`config.mk`:
```
export PLATFORM = sky130hd
export DESIGN_NAME = serial_comparator
export DESIGN_NICKNAME = d
export VERILOG_FILES = /design/src/rtl/serial_comparator.sv
export SDC_FILE = /design/constraint.sdc
export NUM_CORES = 1
export LEC_CHECK = 0
export CAP_MARGIN = 20
export CORE_ASPECT_RATIO = 0.7
export CORE_MARGIN = 3
export CORE_UTILIZATION = 50
export CTS_CLUSTER_SIZE = 14
export DETAILED_ROUTE_END_ITERATION = 8
export PLACE_DENSITY = 0.73
export SLEW_MARGIN = 10
export SYNTH_ARGS = -nofsm -noshare
export SYNTH_HDL_FRONTEND = slang
export SYNTH_SLANG_ARGS = --single-unit
```
`constraint.sdc`:
```
create_clock -name clk -period 2.5 [get_ports clk]
set_clock_uncertainty 0.15 [all_clocks]
set_input_delay 0.25 -clock clk [delete_from_list [all_inputs] [get_ports clk]]
set_output_delay 0.25 -clock clk [all_outputs]
set_load 0.02 [all_outputs]
```
`src/rtl/serial_comparator.sv`:
```
// Bit-serial a-b comparator: one bit per clock, LSB first, producing z/n/v flags and the difference.
// Optional SERIAL_COMPARATOR_ABORT_EN adds an abort input that cancels a compare in progress.
module serial_comparator_bit (
  input  logic a_bit,
  input  logic b_bit,
  input  logic cin,
  output logic s,
  output logic cout
);
  logic nb;
  assign nb   = ~b_bit;
  assign s    = a_bit ^ nb ^ cin;
  assign cout = (a_bit & nb) | (a_bit & cin) | (nb & cin);
endmodule

module serial_comparator #(
  parameter int WIDTH = 4,
  parameter int CNT_W = $clog2(WIDTH)
) (
  input  logic             clk,
  input  logic             rst,
`ifdef SERIAL_COMPARATOR_ABORT_EN
  input  logic             abort,
`endif
  input  logic             start,
  input  logic [WIDTH-1:0] a,
  input  logic [WIDTH-1:0] b,
  input  logic             signed_mode,
  output logic             busy,
  output logic             done,
  output logic             z,
  output logic             n,
  output logic             v,
  output logic [WIDTH-1:0] diff
);
  typedef enum logic {IDLE, RUN} state_t;

  state_t           state, state_nx;
  logic [WIDTH-1:0] a_sh, b_sh, diff_sh, diff_nx;
  logic             mode_sh, carry, nz;
  logic [CNT_W-1:0] idx;
  logic             s_bit, c_bit, last, abort_hit, ovf;

`ifdef SERIAL_COMPARATOR_ABORT_EN
  assign abort_hit = abort;
`else
  assign abort_hit = 1'b0;
`endif

  // Shadow operands shift right so the current bit is always at index 0.
  serial_comparator_bit u_bit (
    .a_bit(a_sh[0]),
    .b_bit(b_sh[0]),
    .cin  (carry),
    .s    (s_bit),
    .cout (c_bit)
  );

  assign last    = (idx == CNT_W'(WIDTH-1));
  assign diff_nx = {s_bit, diff_sh[WIDTH-1:1]};
  // carry still holds the carry into the MSB while the last bit is processed.
  assign ovf     = carry ^ c_bit;

  always_comb begin
    state_nx = state;
    case (state)
      IDLE: if (start) state_nx = RUN;
      RUN:  if (abort_hit || last) state_nx = IDLE;
      default: state_nx = IDLE;
    endcase
  end

  always_ff @(posedge clk) begin
    if (rst) begin
      state   <= IDLE;
      busy    <= 1'b0;
      done    <= 1'b0;
      z       <= 1'b0;
      n       <= 1'b0;
      v       <= 1'b0;
      diff    <= '0;
      a_sh    <= '0;
      b_sh    <= '0;
      diff_sh <= '0;
      mode_sh <= 1'b0;
      carry   <= 1'b0;
      nz      <= 1'b0;
      idx     <= '0;
    end else begin
      state <= state_nx;
      done  <= 1'b0;
      case (state)
        IDLE: begin
          if (start) begin
            a_sh    <= a;
            b_sh    <= b;
            mode_sh <= signed_mode;
            idx     <= '0;
            carry   <= 1'b1;
            nz      <= 1'b0;
            busy    <= 1'b1;
          end
        end
        RUN: begin
          if (abort_hit) begin
            busy <= 1'b0;
          end else begin
            a_sh    <= a_sh >> 1;
            b_sh    <= b_sh >> 1;
            diff_sh <= diff_nx;
            carry   <= c_bit;
            nz      <= nz | s_bit;
            if (!last) idx <= idx + CNT_W'(1);
            if (last) begin
              busy <= 1'b0;
              done <= 1'b1;
              diff <= diff_nx;
              z    <= ~(nz | s_bit);
              if (mode_sh) begin
                v <= ovf;
                n <= s_bit ^ ovf;
              end else begin
                v <= 1'b0;
                n <= ~c_bit;
              end
            end
          end
        end
        default: busy <= 1'b0;
      endcase
    end
  end
endmodule

```
Word-level counts from Yosys, hierarchy flattened
Index checks and enable logic that the tools add are counted.
{"block": "classes", "shifts": 0, "bitwise": 14, "n_addsub": 1, "n_mul": 0, "muxes": 19, "magnitude_cmp": 0, "eq_ne": 4, "div_mod_pow": 0, "n_reduce_logical": 5}
{"op": "one-hot mux 4 bit (2 select lines)", "n": 2}
{"op": "2-to-1 mux 1 bit", "n": 8}
{"op": "2-to-1 mux 4 bit", "n": 2}
{"op": "one-hot mux 1 bit (2 select lines)", "n": 4}
{"op": "AND reduction 2 bit", "n": 4}
{"op": "2-to-1 mux 2 bit", "n": 2}
{"op": "!= test 2 bit (second input constant)", "n": 2}
{"op": "NOT 1 bit", "n": 4}
{"op": "one-hot mux 2 bit (2 select lines)", "n": 1}
{"op": "bitwise XOR 1 bit", "n": 4}
{"op": "bitwise AND 1 bit", "n": 3}
{"op": "OR 1 bit", "n": 3}
{"op": "adder 2 x 1 -> 2 bit (second input constant)", "n": 1}
{"op": "== test 2 bit (second input constant)", "n": 1}
{"op": "!= test 2 x 1 -> 1 bit (second input constant)", "n": 1}
{"op": "OR reduction 2 bit", "n": 1}
{"block": "totals", "mem_count": 0, "latch_bits": 0, "reg_bits": 27, "mem_bits_ro": 0, "out_inout_bits": 9, "mem_bits_rw": 0}

Depth between registers and ports, before layout
{"block": "depth", "ltp_word": 7, "depth_mapped": 5, "depth_no_buf": 5}

By module
From an unflattened synthesis, not the netlist that was laid out.
{"block": "hier_totals", "cells_unflattened": 119, "hier_area_um2": 1134.8}
{"mod": "serial_comparator", "cells_each": 114, "instances": 1, "seq_area_each_um2": 520.5, "area_each_um2": 1099.8}
{"mod": "serial_comparator_bit", "cells_each": 5, "instances": 1, "seq_area_each_um2": 0.0, "area_each_um2": 35.0}

Worst setup path after synthesis
No wires, ideal clock.
{"block": "synth_path", "kind": "register to register", "start": "register carry", "end": "register z", "n_path_buf": 0, "t_arrival_ns": 1.317, "path_stages_with_launch": 4, "setup_ns": 0.070, "synth_period_minus_slack_ns": 1.537, "path_slack_ns": 0.963, "cell_sequence": "dfxtp_1 -> fa_1 -> or3_1 -> a21oi_1"}
{"block": "synth_between", "elab_chain_len": 3}
{"item": "start, declared", "line": "40", "text": "logic mode_sh, carry, nz;"}
{"item": "start signal, assigned", "line": "111", "text": "carry <= c_bit;"}
{"item": "bitwise XOR 1 bit", "line": "12", "text": "assign s = a_bit ^ nb ^ cin;"}
{"item": "via s_bit", "line": "42", "text": "logic s_bit, c_bit, last, abort_hit, ovf;"}
{"item": "OR 1 bit", "line": "118", "text": "z <= ~(nz | s_bit);"}
{"item": "NOT 1 bit", "line": "118"}
{"item": "end signal, assigned", "line": "118"}
{"item": "end, declared", "line": "31", "text": "output logic z,"}
The timed path passes the listed nets, and every way through them passes these cells.
A chain may end at the register's enable or synchronous reset.

Worst setup path in the final report
{"block": "layout_path", "start": "register diff[3]", "end": "output port diff[3]"}
{"item": "start, declared", "line": "34", "text": "output logic [WIDTH-1:0] diff"}
{"item": "start signal, assigned", "line": "117", "text": "diff <= diff_nx;"}
No word-level cell between the ends.

==> results.py <==
metrics = {
    "setup_path": {
        "worstPathRequired_ns": 2.10,
        "start_kind": "flop",
        "crit_arrival_ns": 1.28,
        "critPathBufInv": 1,
        "max_stage_delay_ns": 0.62,
        "crit_chain": "clkdlybuf4s50_1",
        "cp-end-kind": "output pin",
        "path_class": "reg -> out",
        "crit_cells": 1,
        "path_delay_family": "buffers and inverters",
        "crit_path_top_delay_cell": "clkdlybuf4s50_1",
        "worstPathMaxFanout": 2,
        "rr_worst_depth": 4,
    },
    "synth": {
        "synth_edf_count": 0,
        "synth_area_mm2": 0.00111,
        "synth_nets": 134,
        "yosysWarningCount": 0,
        "synthArstFlopShare_pct": 0,
        "syn_inst": 119,
        "ys_ff_latch": 26,
        "ys.flop_type": "dfxtp_1",
        "synth_cell_types": 25,
        "synth_area_per_cell_um2": 9.33,
        "ys_seq_area_share_pct": 46.9,
    },
    "power": {
        "power_frac_seq_pct": 62.4,
        "power.switching_w": 0.000175,
        "swShare_pct": 24.2,
        "power.density_mw_per_mm2": 541,
        "clkPwrFrac_pct": 22.9,
        "finalPower_w": 0.000721,
        "p_int_w": 0.000546,
        "comb_power_share_pct": 14.7,
        "p_leak_nw": 0.508,
        "irDropWorstVdd_mv": 0.531,
    },
    "global_routing": {
        "met1_usage_pct": 20.6,
        "grt_util_all_layers_pct": 16.1,
        "use_met3_pct": 5.43,
        "top_usage_layer": "met2",
        "grt_pass1_vias": 771,
        "grt_pass1_wl_um": 3560,
        "grt_max_degree": 24,
        "antenna_found_initial": 0,
        "overflow": 0,
        "gr-usage-met2_pct": 27.6,
    },
    "clocking": {
        "cts_hold_repair.buffers": 0,
        "cts-root-buf": "clkbuf_4",
        "clkTransAtPathRegs_ns": 0.12,
        "htreeDepth": 1,
        "cts_sinks": 26,
        "cts_inserted_buffers": 3,
        "worst_skew_pair.late_latency_ns": 0.30,
        "tritoncts": "built",
        "ctsResizeCount": 0,
        "post-cts-setup-buffer-count": 0,
        "cts_max_path_buffers": 2,
    },
    "sta": {
        "drv_slew": 0,
        "maxSlewHeadroom_pct": 64.0,
        "setup_ws_ns": 0.817,
        "fin_crit_ns": 1.68,
        "timing.fmax_mhz": 594,
        "finalSetupViolations": 0,
        "tightest_slew_ns": 0.539,
        "hold_viol": 0,
        "rsz0062_at_grt": "no",
        "post-route-period-util_pct": 67.3,
        "setup_tns_ns": 0,
    },
    "placement": {
        "gp_congestion": 0.684,
        "dpl_worst_slack_ns": 0.653,
        "dp.cells": 164,
        "portBuffers": 20,
        "place_hpwl_um": 1460,
    },
    "detailed_routing": {
        "final_antenna_net_count": 0,
        "first_pass_iters": 4,
        "wl_per_cell_um": 12.0,
        "drt_iter0_markers": 28,
        "vias": 816,
        "wirelength_um": 2010,
        "vias_per_cell": 4.89,
        "remaining_drc_errors": 0,
    },
    "die": {
        "die_w_um": 62.3,
        "start_util_pct": 56.4,
        "fp.dieH_um": 45.4,
        "pin_count": 21,
        "rows": 13,
        "die_area_mm2": 0.00283,
        "coreArea_mm2": 0.00197,
    },
    "cells_and_area": {
        "multi_input_area_um2": 518,
        "n_antenna_cell": 0,
        "drive_above_1_share_pct": 6.57,
        "nets": 154,
        "layout_commonest_cell": "dfxtp_1",
        "final-seq-area_um2": 520,
        "finalNonFillerCells": 167,
        "final_cell_mix": "dfxtp_1, clkdlybuf4s50_1, nand2_1",
        "fillers": 165,
        "areaGrowthSynthToFinish_pct": 20.1,
    },
    "flow_run": {
        "drv_cap": 0,
    },
    "outcome": {
        "outcome": "completed",
    },
    "hold_path": {
        "whs_path_depth": 2,
        "min_path_type": "reg -> reg",
    },
}
-- logic make-up after synthesis --
kind of cell | count (synthesis) | synth area share (%)
and+or+nand+nor | 44 | 18.8
adders and majority gates | 3 | 4.74
xor gates and xnor gates | 1 | 0.789
DFF | 26 | 46.9
buffers and inverters | 11 | 6.43
AOI/OAI and AO/OA | 20 | 9.70
muxes | 14 | 12.6
-- path summary, 6_finish.rpt --
kind,start,endpoint,slack (ns)
setup / recovery,diff[3]$_SDFFE_PP0P_,diff[3],0.82
hold reg to reg,n$_SDFFE_PP0P_,n$_SDFFE_PP0P_,0.31
hold / removal,n$_SDFFE_PP0P_,n$_SDFFE_PP0P_,0.31
setup reg to reg,a_sh[0]$_SDFFE_PP0P_,z$_SDFFE_PP0P_,0.84
-- synth_stat cells, types with 2 or more instances --
master | n | area [um2]
inv_1 | 3 | 11.3
dfxtp_1 | 26 | 521
fa_1 | 2 | 40.0
nand2_1 | 18 | 67.6
buf_4 | 3 | 22.5
o21ai_1 | 5 | 25.0
nor3_1 | 4 | 20.0
a21oi_1 | 10 | 50.1
and2_1 | 6 | 37.5
nor2_1 | 7 | 26.3
nor2b_1 | 3 | 18.8
o21ai_0 | 3 | 15.0
mux2i_1 | 14 | 140
buf_6 | 2 | 22.5
buf_2 | 3 | 15.0
-- final cells by class --
cell class | count | area share, %
timing repair buffer | 23 | 16.7
inverter | 3 | 0.845
clock buffer | 3 | 1.69
tap | 30 | 2.82
sequential | 26 | 39.1
multi-input combinational | 82 | 38.9
-- layer usage --
metal | part of all wire (%) | vias up | wire, um
met5 | 0 | - | 0
li1 | - | 429 | -
met3 | 4.7 | 2 | 94
met4 | 0.65 | 0 | 13
met1 | 49 | 372 | 980
met2 | 46 | 13 | 919
-- state kept, by name (all words and copies together), names as in the netlist, 2 cells and up --
signal and count:
a_sh 4, idx 2, diff 4, diff_sh 3
b_sh 4
-- power by group through the flow --
stage          clock [W]  combinational [W]  sequential, W
3_3_place_gp           0           0.000101       0.000459
6_report        0.000165           0.000106       0.000450
2_1_floorplan          0          0.0000732       0.000457
3_5_place_dp           0           0.000105       0.000460
4_1_cts         0.000175           0.000106       0.000451
5_1_grt         0.000193           0.000119       0.000454
-- stage by stage --
stage,hold WS [ns],util [%],area (um2)
floorplan,0.247,-,1110
global placement,0.291,66.6,1310
detailed placement,0.297,66.6,1310
CTS,0.315,67.7,1330
global route,0.331,67.7,1330
finish,0.310,67.7,1330
(Power assumes the default switching activity.)
